`src/rtl/arm_pkg.sv`:
```
// Shared definitions for the ARM execute stage: ALU op codes, shift types,
// NZCV bit positions, forward-select codes and the forwarding mux helper.
package arm_pkg;

   localparam int DW = 32;

   // ALU commands
   localparam logic [3:0] CMD_MOV = 4'b0001;
   localparam logic [3:0] CMD_MVN = 4'b1001;
   localparam logic [3:0] CMD_ADD = 4'b0010;
   localparam logic [3:0] CMD_ADC = 4'b0011;
   localparam logic [3:0] CMD_SUB = 4'b0100;
   localparam logic [3:0] CMD_SBC = 4'b0101;
   localparam logic [3:0] CMD_AND = 4'b0110;
   localparam logic [3:0] CMD_ORR = 4'b0111;
   localparam logic [3:0] CMD_EOR = 4'b1000;

   // Shifter types (shift_operand[6:5])
   localparam logic [1:0] SH_LSL = 2'b00;
   localparam logic [1:0] SH_LSR = 2'b01;
   localparam logic [1:0] SH_ASR = 2'b10;
   localparam logic [1:0] SH_ROR = 2'b11;

   // NZCV bit positions
   localparam int FLAG_N = 3;
   localparam int FLAG_Z = 2;
   localparam int FLAG_C = 1;
   localparam int FLAG_V = 0;

   // Forward-select codes; 2'b11 also selects the register value
   localparam logic [1:0] FWD_REG = 2'b00;
   localparam logic [1:0] FWD_MEM = 2'b01;
   localparam logic [1:0] FWD_WB  = 2'b10;

   function automatic logic [31:0] fwd_mux(input logic [1:0]  sel,
                                           input logic [31:0] reg_val,
                                           input logic [31:0] mem_val,
                                           input logic [31:0] wb_val);
      logic [31:0] r;
      case (sel)
         FWD_MEM: r = mem_val;
         FWD_WB:  r = wb_val;
         default: r = reg_val;
      endcase
      return r;
   endfunction

endpackage

```
`src/rtl/exe_stage_if.sv`:
```
// ID/EXE inputs and EXE/MEM outputs of the execute stage, bundled.
// slave = the execute stage itself, master = whoever drives it.
interface exe_stage_if;
   logic        freeze;
   logic        imm, b, s;
   logic        mem_r_en, mem_w_en, wb_en;
   logic [3:0]  exe_cmd;
   logic [3:0]  dest;
   logic [3:0]  status_reg;
   logic [11:0] shift_operand;
   logic [23:0] signed_imm_24;
   logic [31:0] pc, val_rn, val_rm;
   logic [1:0]  sel_src1, sel_src2;
   logic [31:0] fwd_mem_val, fwd_wb_val;
   logic        branch_taken;
   logic [31:0] branch_addr;
   logic [3:0]  status;
   logic [31:0] alu_res_q;
   logic [31:0] val_rm_q;
   logic [3:0]  dest_q;
   logic        wb_en_q, mem_r_en_q, mem_w_en_q;

   modport slave (
      input  freeze, imm, b, s, mem_r_en, mem_w_en, wb_en, exe_cmd, dest,
             status_reg, shift_operand, signed_imm_24, pc, val_rn, val_rm,
             sel_src1, sel_src2, fwd_mem_val, fwd_wb_val,
      output branch_taken, branch_addr, status, alu_res_q, val_rm_q, dest_q,
             wb_en_q, mem_r_en_q, mem_w_en_q
   );

   modport master (
      output freeze, imm, b, s, mem_r_en, mem_w_en, wb_en, exe_cmd, dest,
             status_reg, shift_operand, signed_imm_24, pc, val_rn, val_rm,
             sel_src1, sel_src2, fwd_mem_val, fwd_wb_val,
      input  branch_taken, branch_addr, status, alu_res_q, val_rm_q, dest_q,
             wb_en_q, mem_r_en_q, mem_w_en_q
   );
endinterface

```
`src/rtl/exe_stage_val2_gen.sv`:
```
// Second-operand generator: rotated 8-bit immediate, raw 12-bit offset for
// loads/stores, or the forwarded Rm shifted by an immediate amount.
module val2_gen
   import arm_pkg::*;
(
   input  logic        imm,
   input  logic        mem_en,
   input  logic [11:0] shift_operand,
   input  logic [31:0] rm,
   output logic [31:0] val2
);

   logic [63:0] rot_wide;
   logic [4:0]  rot_amt;
   logic [4:0]  shamt;

   assign rot_amt = {shift_operand[11:8], 1'b0};
   assign shamt   = shift_operand[11:7];

   // Select and shift the second operand; rotates use a doubled word so a zero amount is identity
   always_comb begin
      val2     = rm;
      rot_wide = '0;
      if (imm) begin
         rot_wide = {24'b0, shift_operand[7:0], 24'b0, shift_operand[7:0]} >> rot_amt;
         val2     = rot_wide[31:0];
      end else if (mem_en) begin
         val2 = {20'b0, shift_operand};
      end else begin
         case (shift_operand[6:5])
            SH_LSL:  val2 = rm << shamt;
            SH_LSR:  val2 = rm >> shamt;
            SH_ASR:  val2 = $signed(rm) >>> shamt;
            default: begin
               rot_wide = {rm, rm} >> shamt;
               val2     = rot_wide[31:0];
            end
         endcase
      end
   end

endmodule

```
`src/rtl/exe_stage.sv`:
```
// Execute stage: operand forwarding, ALU with NZCV generation, the
// architectural status register, branch target and the EXE/MEM register.
module exe_stage
   import arm_pkg::*;
#(
   parameter int DW = 32
) (
   input  logic      clk,
   input  logic      rst,
   exe_stage_if.slave bus
);

   logic [DW-1:0] op_a, rm_fwd, val2, alu_res;
   logic [DW:0]   wide;
   logic          c_flag, v_flag, flags_valid;
   logic          carry_in;
   logic [3:0]    status_r;
   logic [DW-1:0] alu_res_r, val_rm_r;
   logic [3:0]    dest_r;
   logic          wb_en_r, mem_r_en_r, mem_w_en_r;
   logic          unused_status_nz;

   assign unused_status_nz = ^bus.status_reg[FLAG_N:FLAG_Z];
   assign carry_in = bus.status_reg[FLAG_C];
   assign op_a     = fwd_mux(bus.sel_src1, bus.val_rn, bus.fwd_mem_val, bus.fwd_wb_val);
   assign rm_fwd   = fwd_mux(bus.sel_src2, bus.val_rm, bus.fwd_mem_val, bus.fwd_wb_val);

   val2_gen u_val2 (
      .imm           (bus.imm),
      .mem_en        (bus.mem_r_en | bus.mem_w_en),
      .shift_operand (bus.shift_operand),
      .rm            (rm_fwd),
      .val2          (val2)
   );

   // ALU: 33-bit add/subtract for carry; logic ops pass C/V through from decode
   always_comb begin
      alu_res     = '0;
      wide        = '0;
      c_flag      = bus.status_reg[FLAG_C];
      v_flag      = bus.status_reg[FLAG_V];
      flags_valid = 1'b1;
      case (bus.exe_cmd)
         CMD_MOV: alu_res = val2;
         CMD_MVN: alu_res = ~val2;
         CMD_AND: alu_res = op_a & val2;
         CMD_ORR: alu_res = op_a | val2;
         CMD_EOR: alu_res = op_a ^ val2;
         CMD_ADD, CMD_ADC: begin
            wide    = {1'b0, op_a} + {1'b0, val2}
                    + {{DW{1'b0}}, (bus.exe_cmd == CMD_ADC) & carry_in};
            alu_res = wide[DW-1:0];
            c_flag  = wide[DW];
            v_flag  = (op_a[DW-1] == val2[DW-1]) && (alu_res[DW-1] != op_a[DW-1]);
         end
         CMD_SUB, CMD_SBC: begin
            wide    = {1'b0, op_a} - {1'b0, val2}
                    - {{DW{1'b0}}, (bus.exe_cmd == CMD_SBC) & ~carry_in};
            alu_res = wide[DW-1:0];
            c_flag  = ~wide[DW];
            v_flag  = (op_a[DW-1] != val2[DW-1]) && (alu_res[DW-1] != op_a[DW-1]);
         end
         default: flags_valid = 1'b0;
      endcase
   end

   // Status register: loads NZCV for flag-setting ops unless the pipe is frozen
   always_ff @(posedge clk or posedge rst) begin
      if (rst) begin
         status_r <= '0;
      end else if (bus.s && !bus.freeze && flags_valid) begin
         status_r <= {alu_res[DW-1], (alu_res == '0), c_flag, v_flag};
      end
   end

   // EXE/MEM register: captures results every unfrozen cycle
   always_ff @(posedge clk or posedge rst) begin
      if (rst) begin
         alu_res_r  <= '0;
         val_rm_r   <= '0;
         dest_r     <= '0;
         wb_en_r    <= 1'b0;
         mem_r_en_r <= 1'b0;
         mem_w_en_r <= 1'b0;
      end else if (!bus.freeze) begin
         alu_res_r  <= alu_res;
         val_rm_r   <= rm_fwd;
         dest_r     <= bus.dest;
         wb_en_r    <= bus.wb_en;
         mem_r_en_r <= bus.mem_r_en;
         mem_w_en_r <= bus.mem_w_en;
      end
   end

   assign bus.branch_taken = bus.b;
   assign bus.branch_addr  = bus.pc + {{6{bus.signed_imm_24[23]}}, bus.signed_imm_24, 2'b00};
   assign bus.status       = status_r;
   assign bus.alu_res_q    = alu_res_r;
   assign bus.val_rm_q     = val_rm_r;
   assign bus.dest_q       = dest_r;
   assign bus.wb_en_q      = wb_en_r;
   assign bus.mem_r_en_q   = mem_r_en_r;
   assign bus.mem_w_en_q   = mem_w_en_r;

endmodule

```
`src/flat_wrapper.sv`:
```
// flat-port wrapper written by rule: the top's interface ports become plain ports
module exe_stage_flat import arm_pkg::*;
#(
   parameter int DW = 32
)
  (clk, rst, bus_freeze, bus_imm, bus_b, bus_s, bus_mem_r_en, bus_mem_w_en, bus_wb_en, bus_exe_cmd, bus_dest, bus_status_reg, bus_shift_operand, bus_signed_imm_24, bus_pc, bus_val_rn, bus_val_rm, bus_sel_src1, bus_sel_src2, bus_fwd_mem_val, bus_fwd_wb_val, bus_branch_taken, bus_branch_addr, bus_status, bus_alu_res_q, bus_val_rm_q, bus_dest_q, bus_wb_en_q, bus_mem_r_en_q, bus_mem_w_en_q);
  exe_stage_if bus_i ();
  input  logic clk;
  input  logic rst;
  input wire logic [$bits(bus_i.freeze)-1:0] bus_freeze;
  input wire logic [$bits(bus_i.imm)-1:0] bus_imm;
  input wire logic [$bits(bus_i.b)-1:0] bus_b;
  input wire logic [$bits(bus_i.s)-1:0] bus_s;
  input wire logic [$bits(bus_i.mem_r_en)-1:0] bus_mem_r_en;
  input wire logic [$bits(bus_i.mem_w_en)-1:0] bus_mem_w_en;
  input wire logic [$bits(bus_i.wb_en)-1:0] bus_wb_en;
  input wire logic [$bits(bus_i.exe_cmd)-1:0] bus_exe_cmd;
  input wire logic [$bits(bus_i.dest)-1:0] bus_dest;
  input wire logic [$bits(bus_i.status_reg)-1:0] bus_status_reg;
  input wire logic [$bits(bus_i.shift_operand)-1:0] bus_shift_operand;
  input wire logic [$bits(bus_i.signed_imm_24)-1:0] bus_signed_imm_24;
  input wire logic [$bits(bus_i.pc)-1:0] bus_pc;
  input wire logic [$bits(bus_i.val_rn)-1:0] bus_val_rn;
  input wire logic [$bits(bus_i.val_rm)-1:0] bus_val_rm;
  input wire logic [$bits(bus_i.sel_src1)-1:0] bus_sel_src1;
  input wire logic [$bits(bus_i.sel_src2)-1:0] bus_sel_src2;
  input wire logic [$bits(bus_i.fwd_mem_val)-1:0] bus_fwd_mem_val;
  input wire logic [$bits(bus_i.fwd_wb_val)-1:0] bus_fwd_wb_val;
  output wire logic [$bits(bus_i.branch_taken)-1:0] bus_branch_taken;
  output wire logic [$bits(bus_i.branch_addr)-1:0] bus_branch_addr;
  output wire logic [$bits(bus_i.status)-1:0] bus_status;
  output wire logic [$bits(bus_i.alu_res_q)-1:0] bus_alu_res_q;
  output wire logic [$bits(bus_i.val_rm_q)-1:0] bus_val_rm_q;
  output wire logic [$bits(bus_i.dest_q)-1:0] bus_dest_q;
  output wire logic [$bits(bus_i.wb_en_q)-1:0] bus_wb_en_q;
  output wire logic [$bits(bus_i.mem_r_en_q)-1:0] bus_mem_r_en_q;
  output wire logic [$bits(bus_i.mem_w_en_q)-1:0] bus_mem_w_en_q;
  assign bus_i.freeze = bus_freeze;
  assign bus_i.imm = bus_imm;
  assign bus_i.b = bus_b;
  assign bus_i.s = bus_s;
  assign bus_i.mem_r_en = bus_mem_r_en;
  assign bus_i.mem_w_en = bus_mem_w_en;
  assign bus_i.wb_en = bus_wb_en;
  assign bus_i.exe_cmd = bus_exe_cmd;
  assign bus_i.dest = bus_dest;
  assign bus_i.status_reg = bus_status_reg;
  assign bus_i.shift_operand = bus_shift_operand;
  assign bus_i.signed_imm_24 = bus_signed_imm_24;
  assign bus_i.pc = bus_pc;
  assign bus_i.val_rn = bus_val_rn;
  assign bus_i.val_rm = bus_val_rm;
  assign bus_i.sel_src1 = bus_sel_src1;
  assign bus_i.sel_src2 = bus_sel_src2;
  assign bus_i.fwd_mem_val = bus_fwd_mem_val;
  assign bus_i.fwd_wb_val = bus_fwd_wb_val;
  assign bus_branch_taken = bus_i.branch_taken;
  assign bus_branch_addr = bus_i.branch_addr;
  assign bus_status = bus_i.status;
  assign bus_alu_res_q = bus_i.alu_res_q;
  assign bus_val_rm_q = bus_i.val_rm_q;
  assign bus_dest_q = bus_i.dest_q;
  assign bus_wb_en_q = bus_i.wb_en_q;
  assign bus_mem_r_en_q = bus_i.mem_r_en_q;
  assign bus_mem_w_en_q = bus_i.mem_w_en_q;
  exe_stage #(.DW(DW)) u_core (.clk(clk), .rst(rst), .bus(bus_i));
endmodule
```
`config.mk`:
```
export PLATFORM = sky130hd
export DESIGN_NAME = exe_stage_flat
export DESIGN_NICKNAME = d
export VERILOG_FILES = /design/src/rtl/arm_pkg.sv /design/src/rtl/exe_stage_if.sv /design/src/rtl/exe_stage_val2_gen.sv /design/src/rtl/exe_stage.sv /design/src/flat_wrapper.sv
export SDC_FILE = /design/constraint.sdc
export NUM_CORES = 1
export LEC_CHECK = 0
export CORE_AREA = 2 2 391 199
export DETAILED_ROUTE_END_ITERATION = 10
export DIE_AREA = 0 0 393 201
export PLACE_DENSITY_LB_ADDON = 0.1
export SYNTH_ARGS = -nofsm -noshare
export SYNTH_HDL_FRONTEND = slang
export SYNTH_SLANG_ARGS = --single-unit
export TNS_END_PERCENT = 30
```
`constraint.sdc`:
```
create_clock -name clk -period 4.3 [get_ports clk]
set_input_delay 0.645 -clock clk [delete_from_list [all_inputs] [get_ports clk]]
set_output_delay 0.645 -clock clk [all_outputs]
set_load 0.03 [all_outputs]
```
**Word level (Yosys, flattened, before mapping)**

Index checks and enable logic that the tools add are counted.

- Memories: 0
- Word-level logic and storage cells: 64
- ROM bits: 0
- RAM bits: 0
- Bits in latches: 0
- Input bits: 221
- Bits in registers: 75
- Output and inout port bits: 108

- Div/mod/pow operators: 0
- Add/subtract/negate cells: 5
- Bitwise logic cells: 9
- $lt $le $gt $ge: 0
- Equality and inequality tests: 19
- Muxes and demuxes: 9
- Multiply operators: 0
- Shift operators: 5
- Reduce and logical (&&, ||, !) cells: 10

Operators by type and width:

| operator | number |
|---|---|
| 32-bit case mux with 7 select lines | 1 |
| 32-bit case mux with 2 select lines | 2 |
| 32-bit case mux with 3 select lines | 1 |
| 32-bit 2-to-1 mux | 2 |
| 64-bit by 5-bit >> shifter with 32-bit output | 1 |
| 40-bit by 5-bit >> shifter with 32-bit output | 1 |
| 32-bit by 32-bit adder with 33-bit output | 1 |
| 33-bit by 1-bit adder with 33-bit output | 1 |
| 32-bit by 32-bit subtractor with 33-bit output | 1 |
| 33-bit by 1-bit subtractor with 33-bit output | 1 |
| 32-bit adder | 1 |
| 32-bit bitwise AND | 1 |
| 32-bit logical NOT | 1 |
| 32-bit inverter | 1 |
| 32-bit OR | 1 |
| 32-bit by 5-bit left shift with 32-bit output | 1 |
| 32-bit by 5-bit >> shifter with 32-bit output | 1 |
| 32-bit by 5-bit >>> shifter with 32-bit output | 1 |
| 32-bit XOR | 1 |
| 4-bit by 3-bit equality test with 1-bit output (second input constant) | 4 |
| 9-bit OR reduction | 1 |
| 4-bit by 2-bit equality test with 1-bit output (second input constant) | 2 |
| 4-bit equality test (second input constant) | 2 |
| 2-bit by 1-bit equality test with 1-bit output (second input constant) | 3 |
| other kinds (13) | 24 |

**Depth between registers and ports, before layout**

- Depth after elaboration: 11
- Gate-level depth with buffers: 32
- Mapped depth without buffers: 27

**By module**

A second synthesis with hierarchy kept.

- Cell total of the unflattened synthesis: 2,373
- Area total of the unflattened synthesis: 18,338.8 µm²

By module, submodules not included:

| module | instances | seq. area each (µm²) | cells an instance | area each (µm²) |
|---|---|---|---|---|
| exe_stage | 1 | 1,876.8 | 1,535 | 11,761.3 |
| val2_gen | 1 | 0.0 | 838 | 6,577.6 |

**Worst setup path before layout**

Ideal clock, no wire load.

- Path kind: input-to-reg
- Start point: input port bus_sel_src2[0]
- End point: register u_core.status_r[2], in the netlist u_core.bus.status[2]
- Setup time: 64 ps
- Data required time: 4,236 ps
- Setup slack: -2,480 ps
- Stages: 28
- Data arrival time: 6,716 ps
- Buffers on the path: 4
- Cell sequence: inv_1 ha_1 buf_6 buf_6 buf_8 a22o_4 mux4_2 mux2_2 mux2_2 mux2_2 o32a_1 a31oi_1 inv_1 ha_1 ha_1 clkbuf_1 a21o_1 a211oi_1 inv_1 o21ai_0 a41oi_1 a41oi_1 o211a_1 mux2i_1 or4_1 nand4b_1 nor4_1 a21o_1

- Word-level cells in the longest chain between the ends: 10
- Elaborated cells on any way between the ends: 20
- Classes of those cells: add/sub: 4; eq/ne: 2; shift: 4; mux: 5; bitwise: 4; reduce/logical: 1

RTL lines:

| what | RTL line | source |
|---|---|---|
| start: declaration | flat_wrapper.sv:26 | `input wire logic [$bits(bus_i.sel_src2)-1:0] bus_sel_src2;` |
| 2-bit equality test or 2-bit by 1-bit equality test with 1-bit output (tied branches) | arm_pkg.sv:40 | `case (sel)` |
| 32-bit case mux with 2 select lines * | arm_pkg.sv:40 |  |
| 64-bit by 5-bit >> shifter with 32-bit output, or another cell as far along | exe_stage_val2_gen.sv:35 | `rot_wide = {rm, rm} >> shamt;` |
| 32-bit case mux with 3 select lines * | exe_stage_val2_gen.sv:30 | `case (shift_operand[6:5])` |
| 32-bit 2-to-1 mux * | exe_stage_val2_gen.sv:27 | `end else if (mem_en) begin` |
| 32-bit 2-to-1 mux * | exe_stage_val2_gen.sv:24 | `if (imm) begin` |
| 32-bit by 32-bit subtractor with 33-bit output or 32-bit by 32-bit adder with 33-bit output (tied branches) | exe_stage.sv:57, exe_stage.sv:50 |  |
| 33-bit by 1-bit subtractor with 33-bit output or 33-bit by 1-bit adder with 33-bit output (tied branches) | exe_stage.sv:58, exe_stage.sv:51 |  |
| 32-bit case mux with 7 select lines * | exe_stage.sv:43 | `case (bus.exe_cmd)` |
| 32-bit logical NOT * | exe_stage.sv:72 | `status_r <= {alu_res[DW-1], (alu_res == '0), c_flag, v_flag};` |
| end signal: assignment | exe_stage.sv:72 |  |
| end: declaration | exe_stage.sv:17 | `logic [3:0] status_r;` |

Every way passes the cells marked *; elsewhere a longest branch is shown, timed or not.
A chain may end at the register's enable or synchronous reset.

**Worst setup path in the final report**

Same ends and word-level chain as after synthesis.

==> run metrics <==
slew of the pin with the lowest slew margin about 1.1 ns; number of max-cap violations 0; commonest non-fill, non-tap cells in the layout buf_4, clkdlybuf4s50_1, nand2_1; M1 GR Usage 0.616; Final GP Congestion 1.28; static leakage 0.0156 uW; post-DP HPWL 137 mm; clock latency on the worst-skew pair between 0.4 and 0.5 ns; busiest layer in global routing met1; register area share after synthesis 0.100; CP max stage cell mux4_2; num rows between 70 and 80; Core ar. 76100 sq um; number of synthesized flops with an enable pin 0; post-route setup TNS -69.75 ns; crit end category flip-flop; first-pass GRT wire length 217 mm; Tmin final 6.99 ns; maximum clock insertion buffer count 2; failing checks setup timing; Starting Density 0.246; flops & latches, synth 75; status finished with violations; crit path launch type primary input; wire per inst 32.4 um; Ys Warns 0; Worst Path Max Fanout 8; final count of hold timing violations 0; power per cell area between 200 and 300 nW/um^2; largest net degree at the start of global routing 54; final worst slack -2.69 ns; clock sinks 75; most common cell after layout, fill and taps aside buf_4; vias in the first global route 27300; Post-route DRC 0; Netlist cell types slightly below 90; Die Y 201 um; Mean Syn Cell Area between 7 and 8 sq um; Crit Path Class in2reg; layout cells sized above 1 0.458; layout overhead on the synthesized area 86.2%; TritonCTS Buffers 9; CTS clk-pin slew, worst paths roughly 0.08 ns; filler instances 7559; post-synthesis instance total 2475; die area 79000 sq um; via count 28700; cts hold-fix bufs 0; Synthesized Nets 2858; DRT iter0 DRCs between 3000 and 4000; Final ANT Viol Nets 0; ys flop type dfrtp_1; WP data arrival about 7.4 ns; RSZ-0062 raised after global routing true; Final setup viols 45; asr flop ratio synth 1.00; Fmax ~140 MHz; IO buf count 320; met3 GRT Util 0.246; Max-slew headroom 0.276; Worst IR Drop VDD 211 uV; vias per inst just under 6; CTS tree yes; final net count 4256; period utilisation layout 1.63; GRT Total Usage 0.393; drt total wl about 160 mm; gr ovfl total 0; DRT Pass-1 Iters 7; HP Class reg2reg; Root Buffer clkbuf_16; Top Ports 329; CTS H-tree depth 3; Worst Skew 0 ns; Netlist Area Pre-Place 18700 sq um; slowest stage delay, CP 0.52 ns; M2 GR Usage 0.419; Die X-Extent 393 um; Hold WS 0.484 ns; initial antenna violation count 22; Max Slew Vio Count 0; CP required between 4 and 5 ns
[per-layer routing]
| layer | wire length, um | share of wire | vias up |
|---|---|---|---|
| met2 | 50000 | 0.31 | 1982 |
| met3 | 28400 | 0.18 | 172 |
| li1 | - | - | 12300 |
| met5 | 815 | 0.0051 | - |
| met4 | 2730 | 0.017 | 28 |
| met1 | 77800 | 0.49 | 14300 |
[through the flow]
stage	utilization	instance area (sq um)	std cells	setup slack (ns)	power (uW)
after floorplan	-	18900	2475	-2.15	3650
after global placement	0.414	31500	4806	-4.42	7340
after detailed placement	0.414	31500	4806	-4.28	7340
after CTS	0.443	33700	4877	-2.58	8760
after global routing	0.458	34900	4919	-2.75	9680
final	0.458	34900	4926	-2.69	9370
[report_power, final]
part / internal (uW) / total, uW / switching [uW] / leakage, uW
sequential: 805 / 865 / 60.0 / 0.000959
combinational: 3450 / 7650 / 4210 / 0.0145
clock: 402 / 851 / 449 / 0.000140
total: 4660 / 9370 / 4710 / 0.0156
[area by class of cell]
| type | instances | area (sq um) | share of cell area |
|---|---|---|---|
| multi-input cells | 2057 | 17700 | 0.507 |
| repair buffers | 1569 | 13100 | 0.376 |
| flip-flops and latches | 75 | 1880 | 0.0538 |
| well taps | 1036 | 1300 | 0.0371 |
| inverters | 161 | 619 | 0.0177 |
| clock buffers | 9 | 225 | 0.00645 |
| clock inverters | 7 | 61.3 | 0.00176 |
| diodes | 12 | 30.0 | 0.000860 |
[logic make-up (layout without fill, tap and decap cells)]
logic type,after synthesis,in the layout,share of synthesized area
AND/OR/NAND/NOR,715,715,0.179
adder cells (fa/ha/maj),162,162,0.110
other,0,12,0
flip-flops,75,75,0.100
AO/OA/AOI/OAI,923,923,0.344
XOR/XNOR,79,79,0.0369
multiplexers,178,178,0.153
buffers and inverters,343,1746,0.0762
[worst max-delay path, delay by kind of cell]
family,cells,cell delay (ns)
AO/OA/AOI/OAI,12,2.65
buffers and inverters,8,0.97
multiplexers,3,0.84
AND/OR/NAND/NOR,5,1.24
adder cells (fa/ha/maj),3,0.97
[final timing paths]
kind                                              start                       to  slack [ns]  depth (start not counted)
max in group asynchronous                           rst  u_core.bus.alu_res_q[3]        2.65                          3
worst min-delay path            u_core.bus.val_rm_q[10]  u_core.bus.val_rm_q[10]        0.48                          2
worst min register to register  u_core.bus.val_rm_q[10]  u_core.bus.val_rm_q[10]        0.48                          2
worst max-delay path                    bus_sel_src2[0]     u_core.bus.status[2]       -2.69                         31
min in group asynchronous                           rst     u_core.bus.dest_q[3]        0.71                          2
worst max register to register  u_core.bus.val_rm_q[18]  u_core.bus.val_rm_q[18]        3.50                          2
[cells in the mapped netlist, types with 31 or more instances]
cell type    n  area [sq um]
nor2_1     170           638
a211oi_1    36           270
dfrtp_1     75          1880
nor3_1      35           175
mux2i_1     64           641
o211ai_1    38           285
a21o_1      41           308
a21oi_1    152           761
ha_1       157          1960
inv_1      155           582
a22oi_1     77           578
a22o_1      45           394
nand3_1     64           320
mux4_2      84          1890
buf_2       35           175
xor2_1      32           280
a221oi_1    45           394
xnor2_1     47           412
nand2_1    254           953
o21ai_0    195           976
clkbuf_1   101           379
nand2b_1    31           194
[timing repair]
action,CTS,global route
pin swaps,121,100
setup buffers,63,46
hold endpoints to repair,0,0
cloned,1,0
setup endpoints to repair,50,49
gates resized for setup,326,185
(Power assumes the default switching activity.)
==> edit, RTL diff (config.mk and constraints unchanged) <==
Remove the case item `SH_ASR` of the case on `shift_operand[6:5]`.
--- a/src/rtl/exe_stage_val2_gen.sv
+++ b/src/rtl/exe_stage_val2_gen.sv
@@ -30,7 +30,6 @@
          case (shift_operand[6:5])
             SH_LSL:  val2 = rm << shamt;
             SH_LSR:  val2 = rm >> shamt;
-            SH_ASR:  val2 = $signed(rm) >>> shamt;
             default: begin
                rot_wide = {rm, rm} >> shamt;
                val2     = rot_wide[31:0];
Function: changed (Yosys sat finds a counterexample within 4 cycles, from zero or initial values and one cycle with rst high).
==> edit against the unedited design <==
- the flow still finishes with violations (negative setup slack)
- synthesized area down 9.8%
- largest power group unchanged
- power down 11%
- highest routed layer is now met4
- sequential cell count unchanged
- fmax down 14%
- wire length down 20%
- sequential share of layout area up 0.97 points
- final area down 15%
- setup slack worse by 1100 ps
- via count down 18%
==> edit: results (changes against the unedited design) <==
| Metric | Value |
|---|---|
| Worst vdd rail ir drop | `195 uV (-7.9%)` |
| Pin count of the biggest net entering global routing | `78 (+44%)` |
| Placed insts | `4,291 (-11%)` |
| Vias in the first global route | `22,700 (-17%)` |
| Average size of a mapped cell | `7.78 um^2 (+2.7%)` |
| Synth unique cells | `83 (-5.7%)` |
| Met2 usage | `0.347 (-0.0719)` |
| Met2 wire length | `41,300 um (-17%)` |
| Setup Viol. Count Final | `50 (+11%)` |
| Worst-skew pair later-pin latency | `400 ps (-30 ps)` |
| Final setup TNS | `-91,020 ps (-21,280 ps)` |
| Outcome | `finished, violations left` |
| Via density | `5.41 (-7.3%)` |
| NonClk Buf Share | `0.364 (-0.0119)` |
| Max stage delay on crit path | `600 ps (+80 ps)` |
| Most frequent cells after synthesis | `199 x nand2_1, 181 x nor2_1, 177 x o21ai_0, 153 x ha_1, 149 x a21oi_1` |
| Clk root buf | `clkbuf_16` |
| Net Count, Synth | `2,554 (-11%)` |
| Crit-path slowest cell | `or4_4` |
| WL per Instance | `29.2 um (-9.8%)` |
| Crit Path Max Fanout | `4 (-4)` |
| CP arrival | `8400 ps (+1040 ps)` |
| Worst Hold Class | `input pin to async pin` |
| Non-clk bufs | `1,282 (-18%)` |
| DRT Pass-1 Iters | `7 (unchanged)` |
| Global-route wire length before repair | `177,000 um (-19%)` |
| FILL cells | `7,907 (+4.6%)` |
| Multi-input gate area | `14,800 um^2 (-16%)` |
| Nets | `3,692 (-13%)` |
| Initial antenna violation count | `1 (-95%)` |
| Static Leak | `13.2 nW (-15%)` |
| Post-DP HPWL | `110,000 um (-20%)` |
| Met1 GRT Util | `0.527 (-0.0887)` |
| Max Root-Sink Buffers | `2 (unchanged)` |
| Register area share after synthesis | `0.111 (+0.0108)` |
| M3 GR Usage | `0.151 (-0.0954)` |
| Layout Cells excl Fill | `4,354 (-12%)` |
| WL met3 | `18,600 um (-35%)` |
| Sequential cell area share | `0.0634 (+0.00966)` |
| Clock network area share | `0.00918 (+0.000967)` |
| Count of multi-input gates | `1,796 (-13%)` |
| Non-clk invs | `149 (-7.5%)` |
| Clock buffer count | `11 (+2)` |
| Setup slack after layout | `-3800 ps (-1110 ps)` |
| Routability congestion estimate | `1.02 (-20%)` |
| Top cells by area, synth | `mux4_2 12%, ha_1 11%, dfrtp_1 11%, o21ai_0 5.2%, mux2i_1 4.5%` |
| Failing checks | `negative setup slack` |
| Iter 0 DRT Violations | `2,774 (-30%)` |
| Least-Margin Pin Slew | `1410 ps (+336 ps)` |
| Share of post-route cells with drive strength above 1 | `0.389 (-0.0694)` |
| Top routing layer used | `met4` |
| N_diodes | `0 (-12)` |
| All-Layer GR Usage | `0.317 (-0.0765)` |
edit: changes by cell type after synthesis, sizes merged, moves of 18 or more:
cell    change
o21ai      -18
nor3       +20
a22oi      -19
buf        -39
nand2      -54
nand3      -31
a221oi     -30
a211oi     -20
edit: report_power, final:
part	total (mW)	internal, mW	switching (mW)
logic	6.65	3.04	3.61
registers	0.896	0.824	0.0718
clock network	0.787	0.394	0.393
edit: logic make-up after synthesis:
logic type      synth area share
xor+xnor                  0.0425
mux                        0.194
flops                      0.111
buf+inv                   0.0711
fa+ha+maj                  0.119
compound gates             0.300
simple gates               0.163
edit: per-stage QoR:
| stage | area, um^2 | total power [mW] | worst slack, ps |
|---|---|---|---|
| 2_1_floorplan | 17200 | 3.62 | -2880 |
| 3_3_place_gp | 28000 | 6.93 | -5060 |
| 3_5_place_dp | 28000 | 6.91 | -5120 |
| 4_1_cts | 29200 | 8.05 | -3580 |
| 5_1_grt | 29600 | 8.71 | -3810 |
| 6_report | 29600 | 8.33 | -3800 |
edit: repair_timing:
action | CTS | global route
gates resized for setup | 170 | 56
buffers inserted | 40 | 15
pin swaps | 70 | 33
setup endpoints to repair | 53 | 53
cloned | 1 | 0
edit: final timing paths:
| check | slack [ps] | end | start |
|---|---|---|---|
| min in group clk | 490 | u_core.bus.val_rm_q[20] | u_core.bus.val_rm_q[20] |
| worst min-delay path | 470 | u_core.bus.val_rm_q[10] | rst |
| worst max register to register | 3480 | u_core.bus.val_rm_q[16] | u_core.bus.val_rm_q[16] |
| max in group asynchronous | 2940 | u_core.bus.alu_res_q[25] | rst |
| worst min register to register | 490 | u_core.bus.val_rm_q[20] | u_core.bus.val_rm_q[20] |
| worst max-delay path | -3800 | u_core.bus.status[2] | bus_fwd_wb_val[12] |
